--- config.mk ---
export PLATFORM = sky130hd
export DESIGN_NAME = hazard_forward_ctrl
export DESIGN_NICKNAME = d
export VERILOG_FILES = /design/src/rtl/hazard_forward_ctrl_pkg.sv /design/src/rtl/hazard_forward_ctrl_fwd_select.sv /design/src/rtl/hazard_forward_ctrl.sv
export SDC_FILE = /design/constraint.sdc
export NUM_CORES = 1
export LEC_CHECK = 0
export CORE_UTILIZATION = 45
export CTS_CLUSTER_SIZE = 40
export DETAILED_ROUTE_END_ITERATION = 12
export PLACE_DENSITY = 0.7
export SYNTH_ARGS = -nofsm -noshare
export SYNTH_HDL_FRONTEND = slang
export SYNTH_HIERARCHICAL = 1
export SYNTH_SLANG_ARGS = --single-unit
--- constraint.sdc ---
create_clock -name clk_i -period 2.2 [get_ports clk_i]
set_input_delay 0.33 -clock clk_i [delete_from_list [all_inputs] [get_ports clk_i]]
set_output_delay 0.33 -clock clk_i [all_outputs]
set_load 0.01 [all_outputs]
--- src/rtl/hazard_forward_ctrl_pkg.sv ---
`default_nettype none
// ============================================================================
// Module      : hazard_forward_ctrl_pkg
// Description : Shared forwarding-select codes and pipeline tracking entry.
// Revision    : 1.0
// ============================================================================
package hazard_forward_ctrl_pkg;

    localparam int REG_AW = 5;

    localparam logic [1:0] FWD_REGFILE = 2'b00;
    localparam logic [1:0] FWD_MEM_WB  = 2'b01;
    localparam logic [1:0] FWD_EX_MEM  = 2'b10;

    typedef struct packed {
        logic              valid;
        logic [REG_AW-1:0] rd;
        logic              regwrite;
        logic              memread;
    } pipe_entry_t;

endpackage
`default_nettype wire

--- src/rtl/hazard_forward_ctrl_fwd_select.sv ---
`default_nettype none
// ============================================================================
// Module      : fwd_select
// Description : Operand-select comparator for one EX-stage forwarding mux.
// Revision    : 1.0
// ============================================================================
module fwd_select
    import hazard_forward_ctrl_pkg::*;
(
    input  logic              i_e_valid,
    input  logic [REG_AW-1:0] i_src,
    input  logic              i_src_used,
    input  pipe_entry_t       i_m_entry,
    input  pipe_entry_t       i_w_entry,
    output logic [1:0]        o_sel
);

    logic w_src_live;
    logic w_m_hit;
    logic w_w_hit;

    // x0 is hardwired zero, so a read of it never needs a bypass
    assign w_src_live = i_e_valid & i_src_used & (i_src != '0);
    assign w_m_hit    = w_src_live & i_m_entry.valid & i_m_entry.regwrite & (i_m_entry.rd == i_src);
    assign w_w_hit    = w_src_live & i_w_entry.valid & i_w_entry.regwrite & (i_w_entry.rd == i_src);

    // The younger producer in EX/MEM overrides the older one in MEM/WB
    assign o_sel = w_m_hit ? FWD_EX_MEM :
                   w_w_hit ? FWD_MEM_WB : FWD_REGFILE;

endmodule
`default_nettype wire

--- src/rtl/hazard_forward_ctrl.sv ---
`default_nettype none
// ============================================================================
// Module      : hazard_forward_ctrl
// Description : EX-stage forwarding select, load-use stall and stall counter.
// Revision    : 1.0
// ============================================================================
module hazard_forward_ctrl #(
    parameter int REG_AW = 5,
    parameter int CNT_W  = 32
) (
    input  logic              clk_i,
    input  logic              rst_i,
    input  logic              id_valid_i,
    input  logic [REG_AW-1:0] id_rs1_i,
    input  logic [REG_AW-1:0] id_rs2_i,
    input  logic              id_rs1_used_i,
    input  logic              id_rs2_used_i,
    input  logic [REG_AW-1:0] id_rd_i,
    input  logic              id_regwrite_i,
    input  logic              id_memread_i,
    input  logic              flush_i,
    input  logic              hold_i,
    output logic [1:0]        fwd_a_o,
    output logic [1:0]        fwd_b_o,
    output logic              stall_o,
    output logic [CNT_W-1:0]  stall_cnt_o
);

    import hazard_forward_ctrl_pkg::*;

    pipe_entry_t       r_e;
    logic [REG_AW-1:0] r_e_rs1;
    logic [REG_AW-1:0] r_e_rs2;
    logic              r_e_rs1_used;
    logic              r_e_rs2_used;
    pipe_entry_t       r_m;
    pipe_entry_t       r_w;
    logic [CNT_W-1:0]  r_stall_cnt;

    logic              w_rs1_hit;
    logic              w_rs2_hit;
    logic              w_stall;
    logic              w_insert_bubble;

    assign w_rs1_hit = id_rs1_used_i & (id_rs1_i == r_e.rd);
    assign w_rs2_hit = id_rs2_used_i & (id_rs2_i == r_e.rd);

    // A squashed ID instruction cannot be a consumer, so flush masks the stall
    assign w_stall = id_valid_i & ~flush_i & r_e.valid & r_e.memread &
                     (r_e.rd != '0) & (w_rs1_hit | w_rs2_hit);

    assign w_insert_bubble = w_stall | flush_i | ~id_valid_i;

    always_ff @(posedge clk_i or posedge rst_i) begin
        if (rst_i) begin
            r_e          <= '0;
            r_e_rs1      <= '0;
            r_e_rs2      <= '0;
            r_e_rs1_used <= 1'b0;
            r_e_rs2_used <= 1'b0;
            r_m          <= '0;
            r_w          <= '0;
            r_stall_cnt  <= '0;
        end else if (!hold_i) begin
            r_w <= r_m;
            r_m <= r_e;
            if (w_insert_bubble) begin
                r_e          <= '0;
                r_e_rs1      <= '0;
                r_e_rs2      <= '0;
                r_e_rs1_used <= 1'b0;
                r_e_rs2_used <= 1'b0;
            end else begin
                r_e.valid    <= 1'b1;
                r_e.rd       <= id_rd_i;
                r_e.regwrite <= id_regwrite_i;
                r_e.memread  <= id_memread_i;
                r_e_rs1      <= id_rs1_i;
                r_e_rs2      <= id_rs2_i;
                r_e_rs1_used <= id_rs1_used_i;
                r_e_rs2_used <= id_rs2_used_i;
            end
            if (w_stall && (r_stall_cnt != '1)) begin
                r_stall_cnt <= r_stall_cnt + CNT_W'(1);
            end
        end
    end

    fwd_select u_fwd_a (
        .i_e_valid  (r_e.valid),
        .i_src      (r_e_rs1),
        .i_src_used (r_e_rs1_used),
        .i_m_entry  (r_m),
        .i_w_entry  (r_w),
        .o_sel      (fwd_a_o)
    );

    fwd_select u_fwd_b (
        .i_e_valid  (r_e.valid),
        .i_src      (r_e_rs2),
        .i_src_used (r_e_rs2_used),
        .i_m_entry  (r_m),
        .i_w_entry  (r_w),
        .o_sel      (fwd_b_o)
    );

    assign stall_o     = w_stall;
    assign stall_cnt_o = r_stall_cnt;

endmodule
`default_nettype wire

# After elaboration in Yosys (flattened, before gate mapping)
# Index checks and enable logic that the tools add are counted.
# classes
n_addsub	1
n_eq_ne	7
muxes	9
n_bitwise	29
n_reduce_logical	5
# op_table
cell	n
$add A32 B1 Y32 const B	1
$ne A32 B32 Y1 const B	1
$eq A5 B5 Y1	6
$and A1 B1 Y1	23
$reduce_bool A5 Y1	3
$mux W5	2
$mux W8	1
$mux W1	4
$mux W2	2
$not A1 Y1	3
$or A1 B1 Y1	3
$reduce_and A2 Y1	1
$logic_and A1 B1 Y1	1
# totals
regBits	66
input_bits	24
out_inout_bits	37
elab_cells	66

# Depth between registers and ports, before layout
# Gate-level depths: netlist of run 1.
# logic_depth
depth_word	9
ltp_mapped	7
depth_no_buf	6

# Modules after synthesis
# The synthesis of run 1 kept the hierarchy.
# by_module_without_submodules
module	instances	cells_per_inst	area_each_um2
hazard_forward_ctrl	1	249	3050.4
fwd_select	2	19	158.9

# Least setup slack after synthesis of run 1
# OpenSTA, ideal clock, no wires.
# synth_timing
path_type	register to register
startpoint	reg r_e[4] (netlist name)
endpoint	reg r_stall_cnt[1], in the netlist stall_cnt_o[1]
setup_ns	0.125
arrival_ns	1.911
required_ns	2.075
path_slack_ns	0.164
stages_incl_launch_ff	7
path_buffers	1
synth_period_minus_slack_ns	2.036
cell_sequence	dfrtp_1 -> or4_1 -> o2111a_1 -> and2_4 -> buf_4 -> nand3b_4 -> mux2_2
# synth_via
elab_chain_cells	6
word_cells_on_any_way	10
cone_classes	eq/ne: 2; bitwise: 5; reduce/logical: 3
# synth_lines
element	line_no	source
from (decl)	hazard_forward_ctrl.sv:31	pipe_entry_t r_e;
$eq A5 B5 Y1 (on tied branches)	hazard_forward_ctrl.sv:45, hazard_forward_ctrl.sv:46	
$and A1 B1 Y1 (on tied branches)	hazard_forward_ctrl.sv:45, hazard_forward_ctrl.sv:46	
$or A1 B1 Y1	hazard_forward_ctrl.sv:50	(r_e.rd != '0) & (w_rs1_hit | w_rs2_hit);
$and A1 B1 Y1 *	hazard_forward_ctrl.sv:50	
net stall_o	hazard_forward_ctrl.sv:25	output logic stall_o,
$logic_and A1 B1 Y1 *	hazard_forward_ctrl.sv:83	if (w_stall && (r_stall_cnt != '1)) begin
$reduce_and A2 Y1 (no source line) *	n/a	
to (signal assigned)	hazard_forward_ctrl.sv:84	r_stall_cnt <= r_stall_cnt + CNT_W'(1);
to (decl)	hazard_forward_ctrl.sv:38	logic [CNT_W-1:0] r_stall_cnt;
# Mark *: on every way through the listed nets, which the timed path passes. The rest lies on a longest branch.
# A chain may end at the register's enable or synchronous reset.

# Worst setup path in the final report of run 1
# layout_timing
startpoint	reg r_e[5] (netlist name)
endpoint	out stall_o
# layout_via
elab_chain_cells	4
word_cells_on_any_way	8
cone_classes	eq/ne: 2; bitwise: 5; reduce/logical: 1
# layout_lines
element	line_no
$eq A5 B5 Y1 (on tied branches)	hazard_forward_ctrl.sv:45, hazard_forward_ctrl.sv:46
$and A1 B1 Y1 (on tied branches)	hazard_forward_ctrl.sv:45, hazard_forward_ctrl.sv:46
$or A1 B1 Y1	hazard_forward_ctrl.sv:50
$and A1 B1 Y1 *	hazard_forward_ctrl.sv:50
to (decl)	hazard_forward_ctrl.sv:25
# Mark *: on every way between the ends. The rest lies on a longest branch, timed or not.

==> results of run 1 <==
tightest hold or removal path: stages:
cell and delay (ps):
clkdlybuf4s50_1 410, inv_2 70, buf_12 310
state kept, by name, indices dropped and copies added, names as in the netlist:
register,count
r_e_rs1,5
r_e_rs1_used,1
r_e_rs2,5
r_w,7
r_e_rs2_used,1
r_e,8
r_m,7
stall_cnt_o,32
cell type report:
type | instances | share of cell area, %
clock buffer | 11 | 2.95
clock inverter | 5 | 1.23
inverter | 4 | 0.337
multi-input combinational | 202 | 36.2
sequential | 66 | 37.1
tap | 96 | 2.69
timing repair buffer | 95 | 19.5
worst max-delay path by stage:
stage / startpoint / to / slack, ps / depth (start not counted)
after floorplan: r_e[4]$_DFFE_PP0N_ / stall_cnt_o[1]$_DFFE_PP0P_ / 160 / 6
after global placement: id_rs2_i[3] / stall_o / -240 / 6
after detailed placement: id_rs2_i[1] / stall_o / -240 / 6
after CTS: r_e[5]$_DFFE_PP0N_ / stall_o / 9 / 4
after global routing: r_e[5]$_DFFE_PP0N_ / stall_o / -30 / 4
final: r_e[5]$_DFFE_PP0N_ / stall_o / 50 / 4
what timing repair did:
action / in CTS / in global routing
hold endpoints to repair: 0 / 0
gates cloned: 1 / 0
hold buffers: 0 / 0
buffers inserted: 4 / 4
pin swaps: 10 / 7
resized for setup: 24 / 6
setup endpoints to repair: 25 / 15
stage by stage:
| stage | hold WS, ps | cells | setup TNS (ps) |
|---|---|---|---|
| global route | 401 | 479 | -40.0 |
| detailed placement | 492 | 455 | -4970 |
| floorplan | 463 | 283 | 0 |
| global placement | 480 | 455 | -4180 |
| CTS | 382 | 475 | 0 |
| finish | 373 | 479 | 0 |
power breakdown:
| group | switching, W | leakage, nW | internal [W] | total [W] |
|---|---|---|---|---|
| clock network | 0.000464 | 0.0893 | 0.000520 | 0.000984 |
| registers | 0.0000516 | 0.893 | 0.00126 | 0.00131 |
| logic | 0.000127 | 1.06 | 0.000168 | 0.000295 |
layer usage:
metal	routed length [um]	share of wire, %	GRT usage [%]	vias to the layer above
li1	-	-	-	1209
met1	3470	44	27.5	1277
met2	3920	49	39.1	77
met3	434	5.5	6.88	18
met4	147	1.8	6.86	0
met5	0	0	0	-
==> flow_summary_export.csv, run 1 <==
group,metric,value,unit
drt,totalWireLength,7960,um
floorplanning,die_x,87.6,um
timing,period_needed,2150,ps
drt,avgRoutedWirePerCell,16.6,um
drt,vias_per_cell,5.39,
timing,slew_headroom,70.9,%
clocking,clk_path_buf_depth,2,
clocking,cts_num_sinks,66,
setup_path,crit_type,"register to primary output",
outcome,outcome,"completed",
setup_path,critPathLaunchType,"register",
setup_path,regToRegEndpoint,"r_e[6]$_DFFE_PP0N_",
drt,drt_iter0_drc,108,
setup_path,r2r_cells,7,
clocking,cts_tree,"done",
drt,drc_errors,0,
yosys,synth_area,3300,um^2
global_route,globalRouteTotalUtil,22.7,%
finish,layout-drive-gt1-share,26.9,%
global_route,grt_max_degree,67,
drt,dr.pass1.iters,4,
floorplanning,core.rowCount,30,
timing,post-route-period-util,97.8,%
finish,num-fill-cells,572,
timing,hold_viol_final,0,
setup_path,cp_data_arrival_time,1820,ps
timing,worst_slew_pin_slew,432,ps
setup_path,reg2reg_slack,120,ps
finish,final_area,4460,um^2
timing,setup_viol,0,
global_route,grt_first_pass_wirelength,13000,um
setup_path,r2r_start,"r_e[5]$_DFFE_PP0N_",
job,maxCapViolCount,0,
placed_design,hpwl,5410,um
global_route,overflow,0,
setup_path,endpoint_kind,"primary output",
pwr,p_per_area,580,nW/um^2
setup_path,crit_fanout,4,
clocking,numCtsBuffers,9,
clocking,worstSkewPairLatency,350,ps
placed_design,port_buffers,60,
finish,nets,403,
global_route,antenna_found_initial,0,
yosys,yosys_warnings,6,
timing,skew,12.1,ps
yosys,synth.net_count,308,
finish,syn_to_final_growth,35.3,%
timing,timing_max_transition_violations_final,0,
setup_path,crit_chain,"or4_1 -> o2111a_1 -> and2_4 -> buf_6",
placed_design,postPlaceCellArea,4170,um^2
finish,area.sequential,1650,um^2
clocking,cts_htree_levels,3,
worst_hold_path,hp-class,"input pin to asynchronous set/reset pin",
floorplanning,initial_core_util,47.5,%
floorplanning,dieArea,7670,um^2
floorplanning,core_area,6940,um^2
timing,rsz0062_at_grt,"yes",
finish,most-common-layout-cells,"65 x dfrtp_1, 55 x clkdlybuf4s50_1, 33 x xnor2_1, 33 x buf_4, 28 x xor2_1",
placed_design,gp_congestion,0.831,
finish,diodes,0,
drt,drt.antenna.violating_nets,0,
drt,via_count,2581,
floorplanning,fp.dieH,87.6,um
pwr,worst_ir_drop_vdd,0.505,mV
setup_path,cp_top_family,"simple AND/OR/NAND/NOR gates",
clocking,clkTransAtPathRegs,80,ps
clocking,root_buffer,"clkbuf_8",
timing,worst_slack,49.2,ps
finish,multi_input_area,1620,um^2
global_route,grt_pass1_vias,2629,
finish,post-route-util,64.2,%
placed_design,place_ws,-236,ps
setup_path,path_buf_inv,1,
floorplanning,boundaryPins,61,
setup_path,cpPeakStageDelay,500,ps
pwr,total_power,0.00259,W
pwr,leakagePower,2.04,nW
setup_path,cp_slowest_cell,"or4_1",
timing,fmaxAchievable,465,MHz
yosys,synth.avg_cell_area,11.6,um^2
yosys,synthCells,283,
setup_path,crit_required,1870,ps
finish,final_common_cell,"dfrtp_1",
(Power assumes the default switching activity.)
==> inputs of run 2 (changes only) <==
- SKIP_LAST_GASP: default -> 1
==> flow_summary_export.csv, run 2 (synthesis gave the netlist of run 1 again) <==
group,metric,value,unit
global_route,grt_max_degree,67,
global_route,overflow,0,
clocking,cts_htree_levels,3,
job,maxCapViolCount,0,
drt,via_count,2574,
drt,met2_length,3920,um
clocking,numCtsBuffers,9,
clocking,root_buffer,"clkbuf_8",
finish,layout-drive-gt1-share,26.9,%
pwr,p_per_area,580,nW/um^2
clocking,clkTransAtPathRegs,80,ps
placed_design,place_ws,-236,ps
floorplanning,dieArea,7670,um^2
drt,drt-met1-wl,3470,um
drt,drt.antenna.violating_nets,0,
floorplanning,die_x,87.6,um
timing,timing_max_transition_violations_final,0,
floorplanning,core_area,6940,um^2
finish,most-common-layout-cells,"65 x dfrtp_1, 55 x clkdlybuf4s50_1, 33 x xnor2_1, 33 x buf_4, 28 x xor2_1",
global_route,grt_pass1_vias,2629,
setup_path,cp_data_arrival_time,1820,ps
drt,drt_iter0_drc,107,
placed_design,gp_congestion,0.831,
finish,largest_reg_flops,32,
placed_design,hpwl,5410,um
clocking,clk_path_buf_depth,2,
drt,wl_met3,424,um
placed_design,dp_cells,455,
floorplanning,initial_core_util,47.5,%
timing,setup_viol,0,
pwr,worst_ir_drop_vdd,0.504,mV
timing,worst_slack,46.6,ps
drt,totalWireLength,7960,um
timing,post-route-period-util,97.9,%
floorplanning,boundaryPins,61,
timing,fmaxAchievable,464,MHz
setup_path,critPathLaunchType,"register",
drt,routed.top_layer,"met4",
global_route,globalRouteTotalUtil,22.7,%
finish,diodes,0,
floorplanning,fp.dieH,87.6,um
finish,num-fill-cells,572,
drt,drc_errors,0,
setup_path,crit_type,"register to primary output",
clocking,cts_tree,"done",
global_route,grt_first_pass_wirelength,13000,um
finish,final_area,4460,um^2
timing,period_needed,2150,ps
floorplanning,core.rowCount,30,
drt,vias_per_cell,5.37,
drt,avgRoutedWirePerCell,16.6,um
global_route,antenna_found_initial,0,
pwr,leakagePower,2.04,nW
setup_path,crit_required,1870,ps
timing,slew_headroom,70.9,%
timing,rsz0062_at_grt,"yes",
timing,hold_viol_final,0,
finish,final_common_cell,"dfrtp_1",
finish,fin_cells,479,
setup_path,endpoint_kind,"primary output",
finish,syn_to_final_growth,35.3,%
timing,skew,12.1,ps
clocking,cts_num_sinks,66,
placed_design,postPlaceCellArea,4170,um^2
timing,worst_slew_pin_slew,432,ps
outcome,outcome,"completed",
worst_hold_path,hp-class,"input pin to asynchronous set/reset pin",
finish,nets,403,
drt,dr.pass1.iters,4,
clocking,worstSkewPairLatency,350,ps
setup_path,crit_fanout,2,
placed_design,port_buffers,60,
## run 2: metrics by stage
stage | power (W) | hold slack [ps] | setup TNS, ps | util (%)
final | 0.00259 | 374 | 0 | 64.2
after detailed placement | 0.00161 | 492 | -4970 | 60.0
after global placement | 0.00160 | 480 | -4180 | 60.0
after CTS | 0.00260 | 382 | -120 | 63.3
after floorplan | 0.00148 | 463 | 0 | -
after global routing | 0.00270 | 401 | -62.6 | 64.2
## run 2: power by group
group | switching [W] | internal (W) | leakage (nW) | total (W)
combinational | 0.000127 | 0.000168 | 1.06 | 0.000295
clock | 0.000462 | 0.000520 | 0.0893 | 0.000983
sequential | 0.0000519 | 0.00126 | 0.893 | 0.00131
## run 2: per-layer routing
metal / global-route usage [%] / up-vias
li1: - / 1208
met2: 39.1 / 71
met1: 27.5 / 1279
met3: 6.88 / 16
met4: 6.86 / 0
met5: 0 / -
## run 2: area by class of cell
class	count	area [um^2]	share of cell area (%)
multi-input combinational	202	1620	36.2
timing repair buffer	95	870	19.5
tap	96	120	2.69
clock buffer	11	131	2.95
inverter	4	15.0	0.337
sequential	66	1650	37.1
clock inverter	5	55.1	1.23
## run 2: worst paths after layout
| path | startpoint | to | slack, ps | depth (start not counted) |
|---|---|---|---|---|
| min in group clk_i | r_e[1]$_DFFE_PP0N_ | r_e[1]$_DFFE_PP0N_ | 510 | 1 |
| max in group asynchronous | rst_i | r_e[6]$_DFFE_PP0N_ | 1520 | 3 |
| worst max-delay path | r_e_rs1[1]$_DFFE_PP0N_ | fwd_a_o[0] | 50 | 5 |
| worst min register to register | r_e[1]$_DFFE_PP0N_ | r_e[1]$_DFFE_PP0N_ | 510 | 1 |
| worst max register to register | r_e[5]$_DFFE_PP0N_ | r_e[6]$_DFFE_PP0N_ | 130 | 7 |
| worst min-delay path | rst_i | stall_cnt_o[12]$_DFFE_PP0P_ | 370 | 3 |
## run 2: critical path, cell delays in order, from the launching register on
cell,delay (ps)
dfrtp_1,390
or4_4,540
o211ai_2,180
nor3_2,80
nor3_2,150
clkbuf_2,150
## run 2: what timing repair did
action / CTS / global route
endpoints found under the setup margin: 25 / 15
setup buffers: 4 / 4
cloned: 1 / 0
pin swaps: 10 / 6
gates resized for setup: 21 / 8
hold endpoints to repair: 0 / 0
hold buffers: 0 / 0
